**src/rtl/serial_adder.sv**
```systemverilog
// serial_adder
//   Bit-serial add/subtract unit. One full-adder cell processes one operand
//   bit per clock, LSB first. The result is published all at once when the
//   last bit is processed, so s/cout/ovf never show partial results.
//
// Ports
//   clk    in   clock, all state updates on the rising edge
//   rst    in   synchronous active-high reset
//   start  in   begin an operation (accepted only when not busy)
//   sub    in   0 = add, 1 = subtract (a - b)
//   a, b   in   WIDTH-bit operands
//   cin    in   carry-in, add mode only
//   busy   out  operation in progress (WIDTH cycles after the start edge)
//   done   out  one-cycle pulse, result valid
//   s      out  registered WIDTH-bit result
//   cout   out  carry-out (not-borrow in subtract mode)
//   ovf    out  two's-complement signed overflow
//
// State    | meaning
// ---------+----------------------------------------------------
// ST_IDLE  | waiting for start
// ST_RUN   | processing bit cnt_q of the latched operands
// ST_DONE  | result just published; start here chains a new op

module serial_adder #(
    parameter int WIDTH = 8
) (
    input  logic             clk,
    input  logic             rst,
    input  logic             start,
    input  logic             sub,
    input  logic [WIDTH-1:0] a,
    input  logic [WIDTH-1:0] b,
    input  logic             cin,
    output logic             busy,
    output logic             done,
    output logic [WIDTH-1:0] s,
    output logic             cout,
    output logic             ovf
);

    localparam int CNT_W = (WIDTH > 1) ? $clog2(WIDTH) : 1;
    localparam logic [CNT_W-1:0] LAST_BIT = CNT_W'(WIDTH - 1);

    typedef enum logic [1:0] {
        ST_IDLE = 2'd0,
        ST_RUN  = 2'd1,
        ST_DONE = 2'd2
    } state_t;

    state_t           state_q, state_d;
    logic [WIDTH-1:0] a_q, a_d;
    logic [WIDTH-1:0] b_q, b_d;
    logic [WIDTH-1:0] sum_q, sum_d;
    logic [WIDTH-1:0] s_q, s_d;
    logic [CNT_W-1:0] cnt_q, cnt_d;
    logic             carry_q, carry_d;
    logic             cout_q, cout_d;
    logic             ovf_q, ovf_d;

    logic             fa_sum;
    logic             fa_carry;
    logic [WIDTH-1:0] sum_shift;

    // The single full-adder cell, always fed from the LSBs of the
    // operand shift registers.
    assign fa_sum   = a_q[0] ^ b_q[0] ^ carry_q;
    assign fa_carry = (a_q[0] & b_q[0]) | (carry_q & (a_q[0] ^ b_q[0]));

    // Sum bits enter at the MSB and move down, so after WIDTH steps bit 0
    // of the operands ends up in bit 0 of the sum register.
    generate
        if (WIDTH == 1) begin : g_one
            assign sum_shift = fa_sum;
        end else begin : g_many
            assign sum_shift = {fa_sum, sum_q[WIDTH-1:1]};
        end
    endgenerate

    always_comb begin
        state_d = state_q;
        a_d     = a_q;
        b_d     = b_q;
        sum_d   = sum_q;
        s_d     = s_q;
        cnt_d   = cnt_q;
        carry_d = carry_q;
        cout_d  = cout_q;
        ovf_d   = ovf_q;

        case (state_q)
            ST_IDLE, ST_DONE: begin
                state_d = ST_IDLE;
                if (start) begin
                    state_d = ST_RUN;
                    a_d     = a;
                    // Subtract is a + ~b + 1: invert b and force carry-in.
                    b_d     = sub ? ~b : b;
                    carry_d = sub | cin;
                    sum_d   = '0;
                    cnt_d   = '0;
                end
            end
            ST_RUN: begin
                a_d     = a_q >> 1;
                b_d     = b_q >> 1;
                sum_d   = sum_shift;
                carry_d = fa_carry;
                cnt_d   = cnt_q + 1'b1;
                if (cnt_q == LAST_BIT) begin
                    state_d = ST_DONE;
                    cnt_d   = '0;
                    s_d     = sum_shift;
                    cout_d  = fa_carry;
                    // carry_q is the carry into the MSB at this step.
                    ovf_d   = carry_q ^ fa_carry;
                end
            end
            default: begin
                state_d = ST_IDLE;
            end
        endcase
    end

    always_ff @(posedge clk) begin
        if (rst) begin
            state_q <= ST_IDLE;
            a_q     <= '0;
            b_q     <= '0;
            sum_q   <= '0;
            s_q     <= '0;
            cnt_q   <= '0;
            carry_q <= 1'b0;
            cout_q  <= 1'b0;
            ovf_q   <= 1'b0;
        end else begin
            state_q <= state_d;
            a_q     <= a_d;
            b_q     <= b_d;
            sum_q   <= sum_d;
            s_q     <= s_d;
            cnt_q   <= cnt_d;
            carry_q <= carry_d;
            cout_q  <= cout_d;
            ovf_q   <= ovf_d;
        end
    end

    assign busy = (state_q == ST_RUN);
    assign done = (state_q == ST_DONE);
    assign s    = s_q;
    assign cout = cout_q;
    assign ovf  = ovf_q;

endmodule
```
**config.mk**
```make
export PLATFORM = sky130hd
export DESIGN_NAME = serial_adder
export DESIGN_NICKNAME = d
export VERILOG_FILES = /design/src/rtl/serial_adder.sv
export SDC_FILE = /design/constraint.sdc
export NUM_CORES = 1
export LEC_CHECK = 0
export CELL_PAD_IN_SITES_DETAIL_PLACEMENT = 0
export CELL_PAD_IN_SITES_GLOBAL_PLACEMENT = 1
export CORE_AREA = 2 2 59 84
export DETAILED_ROUTE_END_ITERATION = 10
export DIE_AREA = 0 0 61 86
export GPL_TIMING_DRIVEN = 0
export PLACE_DENSITY = 0.85
export SLEW_MARGIN = 10
export SYNTH_ARGS = -nofsm -noshare
export SYNTH_HDL_FRONTEND = slang
export SYNTH_SLANG_ARGS = --single-unit
```
**constraint.sdc**
```tcl
create_clock -name clk -period 1.6 [get_ports clk]
set_input_delay 0.16 -clock clk [delete_from_list [all_inputs] [get_ports clk]]
set_output_delay 0.16 -clock clk [all_outputs]
set_load 0.01 [all_outputs]
```
## After elaboration in Yosys (flattened, before gate mapping)

Index checks and enable logic that the tools add are counted.

| operators by class | value |
|---|---|
| equal/unequal tests | 5 |
| $add $sub $neg | 1 |
| multiplexer cells | 15 |
| bitwise gates (word level) | 8 |
| reductions and logical operators | 5 |

Operators by type and width:

| kind | count |
|---|---|
| 8-bit case mux with 2 select lines | 3 |
| 8-bit two-way mux | 4 |
| 8-bit NOT | 1 |
| 3-bit two-way mux | 2 |
| 3-bit case mux with 2 select lines | 1 |
| 2-bit case mux with 2 select lines | 1 |
| 2-bit AND reduction | 2 |
| 3-bit by 1-bit adder with 3-bit output, second input constant | 1 |
| 3-bit equality test, second input constant | 1 |
| 1-bit bitwise XOR | 3 |
| 1-bit AND | 2 |
| 2-bit by 1-bit equality test with 1-bit output, second input constant | 1 |
| 2-bit equality test, second input constant | 1 |
| 2-bit zero test | 1 |
| 1-bit two-way mux | 2 |
| 2-bit two-way mux | 1 |
| 2-bit by 1-bit != test with 1-bit output, second input constant | 1 |
| 2-bit != test, second input constant | 1 |
| 1-bit bitwise OR | 2 |
| 1-bit case mux with 2 select lines | 1 |
| 2-bit nonzero test | 1 |
| 2-bit OR reduction | 1 |

| storage, ports and cells | value |
|---|---|
| output and inout bits | 12 |
| word-level logic and storage cells | 43 |
| bits of input ports | 21 |
| bits in registers | 40 |

## Logic depth before layout (Yosys ltp)

Gate-level depths: netlist (run 1).

| depth | value |
|---|---|
| word-level depth | 4 |
| depth in mapped cells | 6 |
| depth with buffers taken out | 5 |

## Worst setup path after synthesis (run 1)

OpenSTA, ideal clock, no wires.

| timing path | value |
|---|---|
| kind | reg-to-reg |
| start | register cnt_q[0] |
| end | register ovf_q (netlist: ovf) |
| cell stages (with the launch flop) | 6 |
| period minus slack after synthesis | 1.293 ns |
| library setup time | 0.086 ns |
| slack | 0.307 ns |
| required time | 1.514 ns |
| buffers on the path | 1 |
| data arrival time | 1.207 ns |
| cell sequence | dfxtp_1 ha_1 ha_1 and3b_1 buf_2 a211oi_1 |

| between the ends | value |
|---|---|
| word-level cells in the longest chain between the ends | 2 |

Ends and longest elaborated chain:

| item | RTL line | RTL |
|---|---|---|
| start: declaration | 56 | `logic [CNT_W-1:0] cnt_q, cnt_d;` |
| start signal: assignment | 142 | `cnt_q <= cnt_d;` |
| 3-bit equality test | 110 | `if (cnt_q == LAST_BIT) begin` |
| 2-bit AND reduction (no line) | - |  |
| end signal: assignment | 145 | `ovf_q <= ovf_d;` |
| end: declaration | 59 | `logic ovf_q, ovf_d;` |

Every way passes these cells.
A chain may end at the register's enable or synchronous reset.

## Worst setup path in the final report (run 1)

| timing path | value |
|---|---|
| start | register state_q[1] |
| end | output done |

| between the ends | value |
|---|---|
| word-level cells in the longest chain between the ends | 1 |

Ends and longest elaborated chain:

| item | RTL line | RTL |
|---|---|---|
| start: declaration | 51 | `state_t state_q, state_d;` |
| start signal: assignment | 137 | `state_q <= state_d;` |
| 2-bit equality test | 150 | `assign done = (state_q == ST_DONE);` |
| end: declaration | 36 | `output logic done,` |

Every way passes these cells.

==> results.md, run 1 <==
* Clock power share at 32.9%
* Dominant cell type by area after synthesis: dfxtp_1
* Die Area at 5246 sq um
* Fin crit period at 1.510 ns
* Family with the most delay on the worst path: buffers and inverters
* Synth area leaders: dfxtp_1, a21oi_1, nand3_1
* CTS buffer count at 5
* TritonCTS sink count at 39
* Worst-Margin Slew at 0.4734 ns
* Io pins at 33
* Commonest non-fill, non-tap cell in the layout: dfxtp_1
* P_int at 1.440 mW
* Vias per cell at 4.879
* Yosys cell types at 24
* Vias at 1,410
* # setup viols final at 0
* PortBufs at 30
* Syn nets at 212
* Largest net degree at the start of global routing at 16
* DP Worst Slack at -0.03067 ns
* Routed WL at 3429 microns
* Worst setup EP type: primary output
* Initial Util at 36.36%
* CP Class: reg -> out
* Final hold violations at 0
* Setup TNS at 0 ns
* Clock slew at reported path FFs at 0.07 ns
* Combinational share of power at 13.4%
* GRT Total Usage at 15.34%
* Max rail drop VDD at 0.5677 mV
* Grt ovf at 0
* Syn avg cell area at 8.632 sq um
* Flop pwr share at 53.7%
* DRC Markers at 0
* Die W at 61 microns
* Root Driver: clkbuf_8
* Seq cells post-synth at 39
* Synth Instances at 188
* Post-Syn Area at 1623 sq um
* Switching part of the total at 25.31%
* Worst path max stage delay at 0.54 ns
* Number of fill cells at 453
* Net load switching power at 0.4881 mW
* Max-slew violation count at 0
* Req. time, crit path at 1.44 ns
* CTS tree: done
* Worst-case clock buffer depth at 2
* Cell row count at 29
* Maxcap violations at 0
* Slew margin rel. at 68.44%
* Diode count at 0
* Crit-path slowest cell: clkdlybuf4s50_1
* GPL Wtd Cong at 0.7756
* Outcome: completed
* Post-DR wirelength/cell at 11.87 microns
* Worst Path Max Fanout at 5
* Post-route ant nets at 0
* Leakage power at 0.7573 nW
* Area of the core at 4463 sq um
* Skew final at 0.004641 ns
* Final HPWL DP at 2474 microns
* Ratio of final minimum period to clock period at 94.40%
* Detailed Route Iter0 Violations at 41
* Initial antenna violation count at 0
* Area Growth Syn to Fin at 29.30%
* First-pass GRT wire length at 6051 microns
* Seq/Total Area, Yosys at 48.11%
* DRT Pass-1 Iters at 4
* Layout Nets at 250
* CP bufs+invs at 1
* RSZ-0062 raised after global routing: false
* Most used cells in the layout excluding fill and tap cells: dfxtp_1, a21oi_1, nand2_1, clkdlybuf4s50_1, nand3_1
* Worst-skew pair later-pin latency at 0.29 ns
* YS warnings at 0
* Peak Freq at 662.1 MHz
* Worst EP arrival at 1.35 ns
* Die Y-Extent at 86 microns
* Cells along the critical path: nor2b_1 -> clkdlybuf4s50_1
* CTS H-tree lvls at 2
* Hold Crit Class: in -> reg
* Post-synth top area share at 48.11%
* Share of cells above drive strength 1 at 9.692%
* Worst Setup Slack, final at 0.08961 ns
* Vias in the first global route at 1,356
* Power Density at 919.1 nW/um^2
* Crit start category: flop
-- cells by family after synthesis --
| logic type | after synthesis | share of synthesized area [%] |
|---|---|---|
| DFF | 39 | 48.11 |
| AOI/OAI and AO/OA | 53 | 18.97 |
| buffers and inverters | 17 | 6.322 |
| xor gates and xnor gates | 9 | 4.858 |
| and+or+nand+nor | 67 | 18.97 |
| adders and majority gates | 3 | 2.775 |
-- flip-flops by register name, indices dropped and copies added, names as in the netlist --
register / count
cout: 1
cnt_q: 3
carry_q: 1
a_q: 8
b_q: 8
sum_q: 7
ovf: 1
s: 8
state_q: 2
-- Yosys cell counts --
master     n
dfxtp_1   39
a21oi_1   34
nand2_1   30
nand3_1   26
a22oi_1   14
xor2_1     8
buf_2      7
buf_4      4
nor2_1     4
clkbuf_1   3
a31oi_1    2
buf_6      2
ha_1       2
nand2b_1   2
nor2b_1    2
a211oi_1   1
and3b_1    1
fa_1       1
inv_2      1
nand3b_1   1
nor4b_1    1
o21a_1     1
o21ai_0    1
xnor2_1    1
-- path summary, 6_finish.rpt --
path / startpoint / endpoint / slack, ns / depth (start not counted)
min: rst / cnt_q[0]$_SDFFE_PP0P_ / 0.26 / 2
min reg2reg: s[2]$_SDFFE_PP0P_ / s[2]$_SDFFE_PP0P_ / 0.45 / 2
max reg2reg: cnt_q[0]$_SDFFE_PP0P_ / ovf$_SDFFE_PP0P_ / 0.19 / 5
max: state_q[1]$_SDFFE_PP0P_ / done / 0.09 / 2
-- power groups by stage --
stage / Combinational (mW) / Clock (mW) / Sequential [mW]
final: 0.259 / 0.634 / 1.04
after global routing: 0.293 / 0.691 / 1.04
after CTS: 0.263 / 0.649 / 1.04
after detailed placement: 0.260 / 0 / 1.06
after global placement: 0.257 / 0 / 1.06
after floorplan: 0.166 / 0 / 1.05
-- timing repair --
action / 4_1_cts / 5_1_grt
endpoints found under the setup margin: 1 / 6
pin swaps: 0 / 1
hold buffers: 0 / 0
setup buffers: 1 / 1
resized for setup: 2 / 1
gates cloned: 0 / 0
-- routing by layer --
metal  track usage, %  part of all wire, %  wire (microns)  up-vias
met5                0                    0               0        -
met4            6.522                  2.5              85        0
met3            4.223                  3.6             124        7
met2            25.32                   51            1756       35
met1            18.16                   43            1462      639
li1                 -                    -               -      729
-- worst reg2reg max path, stage by stage (launching register included) --
cell      delay (ns)
dfxtp_1         0.33
ha_1            0.20
ha_1            0.22
and3b_1         0.20
buf_2           0.18
a211oi_1        0.20
-- cell type report --
cell class	instances	area (sq um)	area share, %
Tap cell	62	77.57	3.697
Clock buffer	7	76.32	3.637
Multi-Input combinational cell	132	739.5	35.24
Clock inverter	1	5.005	0.2385
Timing Repair Buffer	32	317.8	15.15
Sequential cell	39	782.0	37.27
Buffer	15	93.84	4.472
Inverter	1	6.256	0.2982
-- stage by stage --
stage	power, mW	cell area (sq um)	cells	hold WS (ns)	util (%)
final	1.928	2098	289	0.2603	47.01
after global routing	2.025	2098	289	0.3164	47.01
after CTS	1.947	2088	288	0.2535	46.79
after detailed placement	1.318	2001	280	0.4462	44.83
after global placement	1.313	2001	280	0.4413	44.83
after floorplan	1.217	1623	188	0.2960	-
Note: power is estimated with default switching activity, not from simulation.
==> inputs of run 2 (changes only) <==
--- a/config.mk
+++ b/config.mk
@@ -7,11 +7,11 @@
 export LEC_CHECK = 0
 export CELL_PAD_IN_SITES_DETAIL_PLACEMENT = 0
 export CELL_PAD_IN_SITES_GLOBAL_PLACEMENT = 1
-export CORE_AREA = 2 2 59 84
+export CORE_AREA = 2 2 66 93
 export DETAILED_ROUTE_END_ITERATION = 10
-export DIE_AREA = 0 0 61 86
+export DIE_AREA = 0 0 68 95
 export GPL_TIMING_DRIVEN = 0
-export PLACE_DENSITY = 0.85
+export PLACE_DENSITY = 0.72
 export SLEW_MARGIN = 10
 export SYNTH_ARGS = -nofsm -noshare
 export SYNTH_HDL_FRONTEND = slang
==> results.md, run 2 (synthesized netlist as in run 1, its figures left out) <==
* Outcome: completed
* Vias in the first global route at 1,372
* GPL Wtd Cong at 0.7256
* Layout Nets at 250
* CTS H-tree lvls at 2
* Fin util at 37.18%
* Peak Freq at 662.5 MHz
* Worst-Margin Slew at 0.4830 ns
* Vias at 1,429
* # setup viols final at 0
* Cell row count at 33
* Leakage power at 0.7529 nW
* Io pins at 33
* Placed cell count at 288
* Setup TNS at 0 ns
* Fin crit period at 1.509 ns
* Most used cells in the layout excluding fill and tap cells: dfxtp_1, a21oi_1, nand2_1, clkdlybuf4s50_1, nand3_1
* Worst Setup Slack, final at 0.09056 ns
* DRC Markers at 0
* Area Growth Syn to Fin at 30.53%
* Root Driver: clkbuf_8
* Skew final at 0.01355 ns
* Post-Layout Cell Count at 297
* Max-slew violation count at 0
* Detailed Route Iter0 Violations at 50
* Die W at 68 microns
* Commonest non-fill, non-tap cell in the layout: dfxtp_1
* Power Density at 941.4 nW/um^2
* Grt ovf at 0
* GRT Total Usage at 13.00%
* CTS tree: done
* Post-route ant nets at 0
* Clock slew at reported path FFs at 0.08 ns
* Share of cells above drive strength 1 at 10.13%
* PortBufs at 30
* Routed WL at 3634 microns
* Post-DR wirelength/cell at 12.24 microns
* CTS buffer count at 5
* DRT Pass-1 Iters at 4
* Ratio of final minimum period to clock period at 94.34%
* Slew margin rel. at 67.80%
* Hold Crit Class: in -> reg
* Initial antenna violation count at 0
* Final HPWL DP at 2578 microns
* RSZ-0062 raised after global routing: false
* CP Class: reg -> out
* Req. time, crit path at 1.44 ns
* Hold_buf cts at 0
* Max rail drop VDD at 0.5194 mV
* Diode count at 0
* Final hold violations at 0
* TritonCTS sink count at 39
* Worst setup EP type: primary output
* Die Area at 6460 sq um
* Vias per cell at 4.811
* Maxcap violations at 0
* Die Y-Extent at 95 microns
* DP Worst Slack at -0.02734 ns
* Worst-skew pair later-pin latency at 0.30 ns
* Worst-case clock buffer depth at 2
* First-pass GRT wire length at 6279 microns
* Crit start category: flop
* Area of the core at 5698 sq um
* Worst Path Max Fanout at 5
* Largest net degree at the start of global routing at 16
* Initial Util at 28.48%
* Worst EP arrival at 1.35 ns
run 2: cell types whose count changed in the layout (fill, tap and decap cells not counted):
cell,previous run,this run
clkbuf_1,5,4
clkbuf_8,5,6
clkinv_2,1,0
clkinv_4,0,1
dlygate4sd2_1,0,1
dlymetal6s2s_1,1,0
run 2: final timing paths:
path                            cells past startpoint                     from  slack [ns]                      end
worst min register to register                      2    sum_q[1]$_SDFFE_PP0P_        0.45        s[0]$_SDFFE_PP0P_
worst max register to register                      6  state_q[1]$_SDFFE_PP0P_        0.17      b_q[6]$_SDFFE_PP0P_
worst max-delay path                                2  state_q[1]$_SDFFE_PP0P_        0.09                     done
worst min-delay path                                2                      rst        0.25  state_q[0]$_SDFFE_PP0P_
run 2: critical path, stage by stage (launching register included):
cell	delay, ns
dfxtp_1	0.37
nor2b_1	0.14
clkdlybuf4s50_1	0.54
run 2: power breakdown:
part | switching [mW] | internal (mW)
Combinational | 0.136 | 0.123
Clock | 0.347 | 0.353
Sequential | 0.0247 | 1.01
run 2: repair_timing:
item	in CTS	in global routing
buffers inserted	1	1
resized for setup	3	0
pin swaps	0	1
endpoints found under the setup margin	1	5
run 2: cell type report:
class	count	area (sq um)
plain buffers	15	93.84
fillers	618	3580
well taps	70	87.58
multi-input cells	132	739.5
inverters	1	6.256
repair buffers	32	314.1
clock buffers	7	86.33
clock inverters	1	8.758
flip-flops and latches	39	782.0
run 2: metal layers:
layer / vias to the layer above / track usage (%) / routed length, microns
li1: 728 / - / -
met1: 661 / 15.00 / 1535
met2: 34 / 21.93 / 1839
met3: 6 / 3.695 / 181
met4: 0 / 5.500 / 77
met5: - / 0 / 0
run 2: through the flow:
stage / cell area (sq um) / hold slack [ns] / power (mW)
floorplan: 1623 / 0.2960 / 1.217
global placement: 2011 / 0.4408 / 1.317
detailed placement: 2011 / 0.4482 / 1.319
CTS: 2111 / 0.2396 / 2.024
global route: 2118 / 0.2487 / 2.088
finish: 2118 / 0.2469 / 1.994
==> inputs of run 3 (changes only) <==
--- a/config.mk
+++ b/config.mk
@@ -5,6 +5,7 @@
 export SDC_FILE = /design/constraint.sdc
 export NUM_CORES = 1
 export LEC_CHECK = 0
+export CAP_MARGIN = 40
 export CELL_PAD_IN_SITES_DETAIL_PLACEMENT = 0
 export CELL_PAD_IN_SITES_GLOBAL_PLACEMENT = 1
 export CORE_AREA = 2 2 66 93
==> results of run 3 <==
Final layout, timing and power as in run 2 (identical DEF).
